[config.mk]
export PLATFORM = sky130hd
export DESIGN_NAME = drbg_synchronisator
export DESIGN_NICKNAME = d
export VERILOG_FILES = /design/src/rtl/drbg_synchronisator.sv
export SDC_FILE = /design/constraint.sdc
export NUM_CORES = 1
export LEC_CHECK = 0
export ABC_AREA = 1
export BUFFER_PORTS_ARGS = -buffer_cell sky130_fd_sc_hd__buf_4
export CAP_MARGIN = 0
export CELL_PAD_IN_SITES_DETAIL_PLACEMENT = 0
export CELL_PAD_IN_SITES_GLOBAL_PLACEMENT = 1
export CORE_UTILIZATION = 43
export CTS_BUF_LIST = sky130_fd_sc_hd__clkbuf_4 sky130_fd_sc_hd__clkbuf_8
export DETAILED_ROUTE_END_ITERATION = 6
export PLACE_DENSITY = 0.84
export SYNTH_ARGS = -nofsm -noshare
export SYNTH_HDL_FRONTEND = slang
export SYNTH_SLANG_ARGS = --single-unit
[constraint.sdc]
create_clock -name clk -period 3.6 [get_ports clk]
set_clock_uncertainty 0.2 [all_clocks]
set_input_delay 0.18 -clock clk [delete_from_list [all_inputs] [get_ports clk]]
set_output_delay 0.18 -clock clk [all_outputs]
set_load 0.01 [all_outputs]
[src/rtl/drbg_synchronisator.sv]
// Keeps a local DRBG reseed counter aligned with a master's counter: catches up
// forward one reseed at a time, holds on a small lead, and restarts the DRBG on a large lead.
module drbg_synchronisator #(
    parameter int LARGE_GAP    = 16,
    parameter int RESYNC_PULSE = 2
) (
    input  logic        clk,
    input  logic        reset_n,
    input  logic        init_done,
    input  logic [31:0] sequence_internal,
    input  logic [31:0] sequence_external,
    input  logic        sequence_external_valid,
    input  logic        V,
    output logic        catch_up_mode,
    output logic        get_next_seed,
    output logic        reset_n_drbg,
    output logic        block_drbg_reseed
);

    typedef enum logic [2:0] {
        IDLE,
        CATCH_UP,
        WAIT_STEP,
        HOLD,
        RESYNC_RST,
        RESYNC_INIT
    } state_t;

    localparam logic [7:0]         PULSE_LAST = 8'(RESYNC_PULSE - 1);
    localparam logic signed [31:0] NEG_GAP    = 32'(-LARGE_GAP);

    state_t             state_reg, state_next, class_state;
    logic [31:0]        target_reg;
    logic [31:0]        latched_reg, latched_next;
    logic signed [31:0] d_signed;
    logic               eval_pending_reg, eval_consumed;
    logic               seed_req_next;
    logic [7:0]         pulse_cnt_reg;

    // Signed distance makes counter wraparound fall out naturally.
    always_comb begin
        d_signed = $signed(target_reg - sequence_internal);
        if (d_signed == 32'sd0) begin
            class_state = IDLE;
        end else if (d_signed > 32'sd0) begin
            class_state = CATCH_UP;
        end else if (d_signed >= NEG_GAP) begin
            class_state = HOLD;
        end else begin
            class_state = RESYNC_RST;
        end
    end

    // A pending strobe is acted on immediately only where no reseed or reset
    // is in flight; otherwise the wait states re-classify on exit with the latest target.
    always_comb begin
        state_next    = state_reg;
        seed_req_next = 1'b0;
        latched_next  = latched_reg;
        eval_consumed = 1'b0;
        case (state_reg)
            IDLE, HOLD: begin
                if (eval_pending_reg) begin
                    state_next    = class_state;
                    eval_consumed = 1'b1;
                end
            end
            CATCH_UP: begin
                eval_consumed = eval_pending_reg;
                if (eval_pending_reg && class_state != CATCH_UP) begin
                    state_next = class_state;
                end else if (init_done) begin
                    seed_req_next = 1'b1;
                    latched_next  = sequence_internal;
                    state_next    = WAIT_STEP;
                end
            end
            WAIT_STEP: begin
                if (sequence_internal != latched_reg && init_done) begin
                    state_next    = class_state;
                    eval_consumed = 1'b1;
                end
            end
            RESYNC_RST: begin
                if (pulse_cnt_reg == PULSE_LAST) begin
                    state_next = RESYNC_INIT;
                end
            end
            RESYNC_INIT: begin
                if (init_done) begin
                    state_next    = class_state;
                    eval_consumed = 1'b1;
                end
            end
            default: state_next = IDLE;
        endcase
    end

    always_ff @(posedge clk or negedge reset_n) begin
        if (!reset_n) begin
            state_reg         <= IDLE;
            target_reg        <= 32'd0;
            latched_reg       <= 32'd0;
            eval_pending_reg  <= 1'b0;
            pulse_cnt_reg     <= 8'd0;
            catch_up_mode     <= 1'b0;
            get_next_seed     <= 1'b0;
            block_drbg_reseed <= 1'b0;
            reset_n_drbg      <= 1'b0;
        end else begin
            state_reg   <= state_next;
            latched_reg <= latched_next;

            if (sequence_external_valid) begin
                target_reg       <= sequence_external - {31'd0, V};
                eval_pending_reg <= 1'b1;
            end else if (eval_consumed) begin
                eval_pending_reg <= 1'b0;
            end

            if (state_next == RESYNC_RST && state_reg != RESYNC_RST) begin
                pulse_cnt_reg <= 8'd0;
            end else if (state_reg == RESYNC_RST) begin
                pulse_cnt_reg <= pulse_cnt_reg + 8'd1;
            end

            // Outputs are decoded from the next state so they line up with state_reg.
            catch_up_mode     <= (state_next == CATCH_UP) || (state_next == WAIT_STEP);
            get_next_seed     <= seed_req_next;
            block_drbg_reseed <= (state_next == HOLD);
            reset_n_drbg      <= (state_next != RESYNC_RST);
        end
    end

endmodule

==> results_dict.tcl, run 1 <==
set metrics [dict create \
    setup-violations-final 0 \
    start_kind "input port" \
    finalCritPeriodShare_pct 93.5 \
    cp_top_family "simple AND/OR/NAND/NOR gates" \
    syn_area_um2 7250 \
    ys_seq_area_share_pct 27.6 \
    worstPathCellList "dlygate4sd3_1 -> buf_4 -> ha_2 -> nand3_2 -> nor2_4 -> nand2_2 -> nor2_2 -> inv_2 -> nor2_2 -> inv_1 -> nor2_1 -> inv_1 -> nor3_4 -> nand4_1 -> nor4_2 -> xnor2_1 -> dlygate4sd3_1 -> o21ai_1" \
    cp-end-kind "flop" \
    insertion_delay_ns 0.38 \
    drc_errors 0 \
    synth_cell_types 37 \
    synthCells 1188 \
    synth_seq_cells 80 \
    slew_violations 0 \
    place_hpwl_mm 17.2 \
    cp_num_buf_inv 6 \
    vias_per_cell 4.89 \
    htree_levels 3 \
    final_common_cell "nand2_1" \
    finalPower_mw 4.18 \
    fin_area_um2 9710 \
    critPathSlowestCell "dlygate4sd3_1" \
    synth_top_area_cell "dfrtp_1" \
    fin_crit_ns 3.36 \
    dr.pass1.iters 6 \
    die_x_um 132 \
    timing.setup.tns_ns 0 \
    critPathKind "in -> reg" \
    synth.area.top_cells "dfrtp_1, nand2_1, inv_1" \
    antenna_found_initial 1 \
    finish.utilization_pct 58.8 \
    drv_cap 0 \
    whs_ns 0.0129 \
    final_cell_mix "nand2_1, inv_1, nor2_1" \
    r2r_setup_slack_ns 0.34 \
    coreArea_um2 16500 \
    via_count 7707 \
    cts-root-buf "clkbuf_8" \
    area_growth_pct 34.1 \
    grt_max_degree 66 \
    routabilityCongestion 0.919 \
    path_max_fanout 5 \
    cts_buffer_depth 2 \
    synth_area_per_cell_um2 6.10 \
    ios 73 \
    hold_violations 0 \
    placed_area_um2 8040 \
    grt_pass1_wl_mm 36.1 \
    clk_pin_slew_ns 0.09 \
    final_layout_size_suffix_gt1_share_pct 18.6 \
    dp.cells 1471 \
    stdcell_count 1575 \
    port_buffers 72 \
    fmax_ghz 0.297 \
    critPathMaxStageDelay_ns 0.55 \
    worst_slack_ns 0.235 \
    numClockSinks 80 \
    worst_pin_slew_ns 0.817 \
    preCtsSetupSlack_ns 0.244 \
    power.density_nw_per_um2 431 \
    status "finished, final reports clean" \
    globalRouteOverflowTotal 0 \
    die-area_um2 17400 \
    initial_core_util_pct 43.8 \
    rows 47 \
    power.leakage_nw 5.04 \
    syn_nets 1292 \
    yosys_warnings 0 \
    routedWlPerCell_um 14.4 \
    grt_usage_pct 26.2 \
    cts_tree "built" \
    hold_path.class "in -> reg" \
    cp.arrival_ns 3.42 \
    layout.nets 1454 \
    ir_worst_vdd_mv 0.243 \
    drt-total-wl_mm 22.6 \
    initialDrtViolationCount 451 \
    crit_required_ns 3.66 \
    grt_pass1_vias 7271 \
    cts_made_buffers 9 \
    die_h_um 132 \
    synth_top_area_share_pct 27.6 \
    postRouteAntennaNets 0 \
    slew_headroom_pct 45.5 \
]
[timing repair]
| item | 4_1_cts | 5_1_grt |
|---|---|---|
| setup endpoints to repair | 0 | 48 |
| hold buffers | 78 | 0 |
| hold endpoints to repair | 120 | 0 |
| resized for setup | 0 | 137 |
| setup buffers | 0 | 10 |
[kinds of logic after synthesis]
logic type	count (synthesis)	share of synthesized area [%]
AOI/OAI and AO/OA	96	7.29
xor gates and xnor gates	53	6.41
adders and majority gates	35	6.04
buffers and inverters	230	12.2
DFF	80	27.6
and+or+nand+nor	694	40.5
[area by class of cell]
class	instances	area [um2]
repair buffers	164	1440
inverters	217	826
diodes	1	2.50
multi-input cells	878	4930
well taps	220	275
clock inverters	6	116
flip-flops and latches	80	2000
fillers	1640	6810
clock buffers	9	124
[where the power goes]
| group | leakage (nW) | internal (mW) | switching (mW) |
|---|---|---|---|
| clock network | 0.120 | 0.463 | 0.368 |
| registers | 0.993 | 1.15 | 0.204 |
| logic | 3.92 | 0.815 | 1.18 |
| total | 5.04 | 2.43 | 1.76 |
[path summary, 6_finish.rpt]
path,start,endpoint,cells after the start
hold reg to reg,target_reg[0],target_reg[0],2
setup / recovery,V,target_reg[31],18
hold / removal,sequence_external_valid,target_reg[3],3
max in group asynchronous,reset_n,latched_reg[14],3
setup reg to reg,target_reg[4],reset_n_drbg,23
min in group asynchronous,reset_n,reset_n_drbg,2
[tightest hold or removal path, stage by stage]
cell and delay [ns]:
buf_4 0.19, nand2_1 0.09, o22a_1 0.11
[per-layer routing]
metal	vias to the layer above	routed length, um	global-route usage, %
met3	21	604	2.69
met1	3577	10900	35.4
li1	3986	-	-
met2	123	10900	44.9
met4	0	235	6.14
met5	-	0	0
[cells in the mapped netlist (all sizes together)]
cell,instances
dfrtp,80
a31oi,5
nor2,130
a21oi,24
xor2,18
nor4,6
o22a,1
clkbuf,7
and2,3
o2111ai,4
inv,215
o41ai,1
clkinv,2
nand2,435
nand4,26
xnor2,35
nor3,17
ha,35
buf,6
a21o,2
nand3,62
o221ai,1
or2,11
nand3b,4
a21boi,1
o21ai,57
No activity file was read; power rests on OpenSTA's default activity.
==> run 2: changes to the inputs <==
--- a/config.mk
+++ b/config.mk
@@ -10,10 +10,10 @@
 export CAP_MARGIN = 0
 export CELL_PAD_IN_SITES_DETAIL_PLACEMENT = 0
 export CELL_PAD_IN_SITES_GLOBAL_PLACEMENT = 1
-export CORE_UTILIZATION = 43
+export CORE_UTILIZATION = 39
 export CTS_BUF_LIST = sky130_fd_sc_hd__clkbuf_4 sky130_fd_sc_hd__clkbuf_8
 export DETAILED_ROUTE_END_ITERATION = 6
-export PLACE_DENSITY = 0.84
+export PLACE_DENSITY = 0.8
 export SYNTH_ARGS = -nofsm -noshare
 export SYNTH_HDL_FRONTEND = slang
 export SYNTH_SLANG_ARGS = --single-unit
==> constraint.sdc (replaced) <==
create_clock -name clk -period 2.7 [get_ports clk]
set_clock_uncertainty 0.2 [all_clocks]
set_input_delay 0.135 -clock clk [delete_from_list [all_inputs] [get_ports clk]]
set_output_delay 0.135 -clock clk [all_outputs]
set_load 0.01 [all_outputs]
==> results_dict.tcl, run 2 (synthesized netlist as in run 1, its figures left out) <==
set metrics [dict create \
    status "finished with violations" \
    violations "negative hold slack, negative setup slack" \
    numClockSinks 80 \
    cts_buffer_depth 2 \
    ir_worst_vdd_mv 0.286 \
    dr.pass1.iters 5 \
    power.density_nw_per_um2 561 \
    die_x_um 138 \
    cp.arrival_ns 3.23 \
    port_buffers 72 \
    hold_violations 3 \
    critPathKind "reg -> reg" \
    postRouteAntennaNets 0 \
    fin_area_um2 11600 \
    crit_required_ns 2.79 \
    clk_pin_slew_ns 0.10 \
    diodes 0 \
    slew_headroom_pct 62.4 \
    hold_path.class "in -> reg" \
    finish.utilization_pct 63.9 \
    start_kind "flop" \
    slew_violations 0 \
    initialDrtViolationCount 412 \
    placed_area_um2 9170 \
    cts_made_buffers 9 \
    finalPower_mw 6.48 \
    rows 49 \
    crit_path_frequent_cell "nand2_4" \
    critPathMaxStageDelay_ns 0.44 \
    final_layout_size_suffix_gt1_share_pct 36.9 \
    preCtsSetupSlack_ns -0.543 \
    cts-root-buf "clkbuf_8" \
    final_common_cell "nand2_1" \
    setup-violations-final 47 \
    die_h_um 138 \
    globalRouteOverflowTotal 0 \
    dp.cells 1591 \
    die-area_um2 19100 \
    grt_usage_pct 25.3 \
    routedWlPerCell_um 14.9 \
    rsz0062_at_grt "true" \
    worstPathCellList "ha_4 -> nand2_4 -> inv_1 -> nand2_1 -> nand2_2 -> a21oi_4 -> nand2_4 -> nand2_4 -> nand2_4 -> nand2_2 -> nand2_2 -> nor2_1 -> nand2_1 -> nor2_2 -> nand3_2 -> nand2_4 -> nand2_4 -> nand2_2 -> nand3_2 -> nor2_4 -> nand3_4 -> buf_4" \
    fin_crit_ns 3.14 \
    routabilityCongestion 0.873 \
    drt-total-wl_mm 25.5 \
    power.leakage_nw 5.94 \
    stdcell_count 1708 \
    initial_core_util_pct 40.1 \
    drc_errors 0 \
    area_growth_pct 59.5 \
    worst_pin_slew_ns 0.561 \
    ios 73 \
    path_max_fanout 5 \
    place_hpwl_mm 18.5 \
    grt_pass1_wl_mm 38.4 \
    whs_ns -0.00846 \
    grt_max_degree 66 \
    via_count 8145 \
    layout.nets 1578 \
    critPathSlowestCell "dfrtp_1" \
    grt_pass1_vias 7858 \
    worst_slack_ns -0.436 \
    cts_tree "built" \
    r2r_setup_slack_ns -0.44 \
    antenna_found_initial 0 \
    vias_per_cell 4.77 \
    fmax_ghz 0.319 \
    drv_cap 0 \
    timing.setup.tns_ns -13.59 \
    coreArea_um2 18100 \
    final_cell_mix "nand2_1, buf_4, inv_1" \
    insertion_delay_ns 0.39 \
    finalCritPeriodShare_pct 116 \
    htree_levels 3 \
    cp-end-kind "flop" \
]
run 2: cell count changes in the layout (fill, tap and decap cells not counted), moves of 8 or more:
| cell | before | now |
|---|---|---|
| nand3_1 | 53 | 41 |
| dlygate4sd3_1 | 78 | 69 |
| o21ai_0 | 56 | 24 |
| nand2_2 | 39 | 104 |
| nor2_2 | 20 | 28 |
| nand3_2 | 7 | 18 |
| buf_4 | 85 | 208 |
| o21ai_2 | 0 | 19 |
| nand2_1 | 391 | 287 |
| nor2_1 | 106 | 92 |
| o21ai_1 | 1 | 14 |
| nand2_4 | 5 | 43 |
run 2: worst max-delay path: cells and delay by family, from the launching register on:
family,cells,cell delay (ns)
AO/OA/AOI/OAI,1,0.18
adder cells (fa/ha/maj),1,0.30
buffers and inverters,2,0.21
flip-flops,1,0.44
AND/OR/NAND/NOR,18,1.70
run 2: timing repair:
item	CTS	global route
gates cloned	0	8
pin swaps	39	55
hold endpoints to repair	92	0
hold buffers	69	0
setup buffers	14	10
endpoints found under the setup margin	47	53
resized for setup	133	216
run 2: worst paths after layout:
path	startpoint	to	cells after the start
setup reg to reg	target_reg[8]	reset_n_drbg	22
setup / recovery	target_reg[8]	reset_n_drbg	22
hold reg to reg	target_reg[0]	target_reg[0]	2
hold / removal	sequence_internal[3]	latched_reg[3]	4
min in group asynchronous	reset_n	latched_reg[13]	2
max in group asynchronous	reset_n	target_reg[17]	3
run 2: cell type report:
cell class / count / area, um2
Multi-Input combinational cell: 878 / 5760
Inverter: 217 / 815
Timing Repair Buffer: 288 / 2490
Tap cell: 229 / 287
Sequential cell: 80 / 2000
Fill cell: 1624 / 6530
Clock inverter: 7 / 80.1
Clock buffer: 9 / 124
run 2: per-layer routing:
| layer | routed length [um] | track usage [%] | share of wire, % | up-vias |
|---|---|---|---|---|
| li1 | - | - | - | 4239 |
| met1 | 12000 | 34.3 | 47 | 3716 |
| met2 | 12100 | 43.6 | 48 | 147 |
| met3 | 748 | 2.42 | 2.9 | 43 |
| met4 | 660 | 5.62 | 2.6 | 0 |
| met5 | 0 | 0 | 0 | - |
run 2: power by group:
group	switching (mW)	total (mW)	internal (mW)
sequential	0.357	1.89	1.53
combinational	1.94	3.63	1.70
clock	0.520	0.957	0.437
total	2.81	6.48	3.67
==> run 3: changes to the inputs <==
--- a/config.mk
+++ b/config.mk
@@ -13,6 +13,7 @@
 export CORE_UTILIZATION = 39
 export CTS_BUF_LIST = sky130_fd_sc_hd__clkbuf_4 sky130_fd_sc_hd__clkbuf_8
 export DETAILED_ROUTE_END_ITERATION = 6
+export HOLD_SLACK_MARGIN = 0.15
 export PLACE_DENSITY = 0.8
 export SYNTH_ARGS = -nofsm -noshare
 export SYNTH_HDL_FRONTEND = slang
==> results_dict.tcl, run 3 (synthesized netlist as in run 1, its figures left out) <==
set metrics [dict create \
    switchingPower_mw 2.58 \
    grt_max_degree 66 \
    drt-met1-wl_mm 11.7 \
    placed_area_um2 9170 \
    drt-total-wl_mm 24.4 \
    final_cell_mix "nand2_1, buf_4, inv_1" \
    cts-root-buf "clkbuf_8" \
    internal_power_mw 3.49 \
    final_layout_size_suffix_gt1_share_pct 32.6 \
    htree_levels 3 \
    grt_pass1_vias 7995 \
    multi_input_area_um2 5500 \
    initialDrtViolationCount 365 \
    pwr-share-seq_pct 29.8 \
    ir_worst_vdd_mv 0.277 \
    cp-end-kind "flop" \
    place_hpwl_mm 18.5 \
    fin_area_um2 11400 \
    violations "negative setup slack" \
    drv_cap 0 \
    ios 73 \
    die_h_um 138 \
    clk_pin_slew_ns 0.09 \
    postRouteAntennaNets 0 \
    grt_usage_pct 25.8 \
    cts_made_buffers 9 \
    rsz0062_at_grt "true" \
    port_buffers 72 \
    start_kind "flop" \
    finalPower_mw 6.08 \
    cts_buffer_depth 2 \
    insertion_delay_ns 0.38 \
    n_fill_cell 1644 \
    die-area_um2 19100 \
    clockPowerShare_pct 15.7 \
    finalCritPeriodShare_pct 117 \
    status "finished with violations" \
    grt_pass1_wl_mm 39.1 \
    slew_violations 0 \
    layout.nets 1592 \
    dr.max_layer_used "met4" \
    area_growth_pct 57.0 \
    worst_pin_slew_ns 0.570 \
    dr.pass1.iters 5 \
    stdcell_count 1722 \
    met2_length_mm 11.6 \
    crit_required_ns 2.79 \
    die_x_um 138 \
    via_count 8107 \
    cp.arrival_ns 3.24 \
    hold_violations 0 \
    fmax_ghz 0.317 \
    routedWlPerCell_um 14.2 \
    coreArea_um2 18100 \
    initial_core_util_pct 40.1 \
    numClockSinks 80 \
    final_common_cell "nand2_1" \
    power.density_nw_per_um2 534 \
    worst_slack_ns -0.453 \
    path_max_fanout 5 \
    antenna_found_initial 0 \
    critPathKind "reg -> reg" \
    swShare_pct 42.5 \
    preCtsSetupSlack_ns -0.543 \
    power.leakage_nw 5.90 \
    worstHoldPathCells 6 \
    cts_tree "built" \
    wl_met3_um 698 \
    rows 49 \
    hold_path.class "in -> reg" \
    routabilityCongestion 0.873 \
    diodes 0 \
    dp.cells 1591 \
    vias_per_cell 4.71 \
    reg2reg_depth 21 \
    globalRouteOverflowTotal 0 \
    layout.area.seq_um2 2000 \
    combPwrFrac_pct 54.5 \
    drc_errors 0 \
    slew_headroom_pct 61.7 \
    setup-violations-final 47 \
    fin_crit_ns 3.15 \
]
## run 3: cell types whose count changed in the layout (fill, tap and decap cells not counted), sizes merged
cell	before	now
dlygate4sd3	69	86
clkbuf	14	11
## run 3: path summary, 6_finish.rpt
check                                     startpoint        endpoint  slack, ns
worst max-delay path                  target_reg[23]    reset_n_drbg      -0.45
worst min register to register         target_reg[0]   target_reg[0]       0.31
worst max register to register        target_reg[23]    reset_n_drbg      -0.45
worst min-delay path            sequence_external[3]   target_reg[5]       0.19
min in group asynchronous                    reset_n  target_reg[25]       0.64
max in group asynchronous                    reset_n  target_reg[15]       1.36
## run 3: power groups by stage
stage	Clock [mW]	Sequential, mW	Combinational [mW]
6_report	0.953	1.81	3.31
5_1_grt	1.00	1.85	3.67
4_1_cts	0.966	1.80	3.07
3_5_place_dp	0	1.81	2.66
3_3_place_gp	0	1.80	2.64
2_1_floorplan	0	1.76	1.69
## run 3: repair_timing
action,CTS,global route
gates resized for setup,133,102
cloned,0,3
endpoints found under the setup margin,47,59
endpoints found under the hold margin,154,0
pin swaps,39,68
hold buffers,88,0
buffers inserted,14,11
## run 3: stage by stage
step           utilization [%]  hold slack (ns)  TNS (ns)
6_report                  62.9            0.194    -16.33
4_1_cts                   60.2            0.163    -13.81
2_1_floorplan                -           -0.361    -0.442
5_1_grt                   62.9            0.243    -25.01
3_3_place_gp              50.7          -0.0550    -20.92
3_5_place_dp              50.7          -0.0568    -21.45
## run 3: worst max-delay path, cell delays in order, from the launching register on
cell,delay [ns]
dfrtp_1,0.44
ha_4,0.34
nand2_4,0.07
nor2_2,0.17
nand2_1,0.17
nor2_2,0.18
nand2_4,0.08
nand2_1,0.08
nand2_1,0.05
nand2_1,0.09
nor2_2,0.04
nand2_1,0.08
nor2_2,0.06
nand3_4,0.10
nand2_2,0.07
inv_2,0.08
nand2_4,0.07
nand2_2,0.06
nand3_2,0.09
nor2_4,0.22
nand3_4,0.15
buf_4,0.16
## run 3: layout make-up
type	count	area share (%)
tap	229	2.52
clock inverter	7	0.704
sequential	80	17.6
inverter	217	7.16
clock buffer	9	1.09
multi-input combinational	878	48.3
timing repair buffer	302	22.6
## run 3: routing by layer
layer / track usage (%) / up-vias
li1: - / 4262
met1: 34.5 / 3689
met2: 44.6 / 133
met3: 2.49 / 23
met4: 6.45 / 0
met5: 0 / -
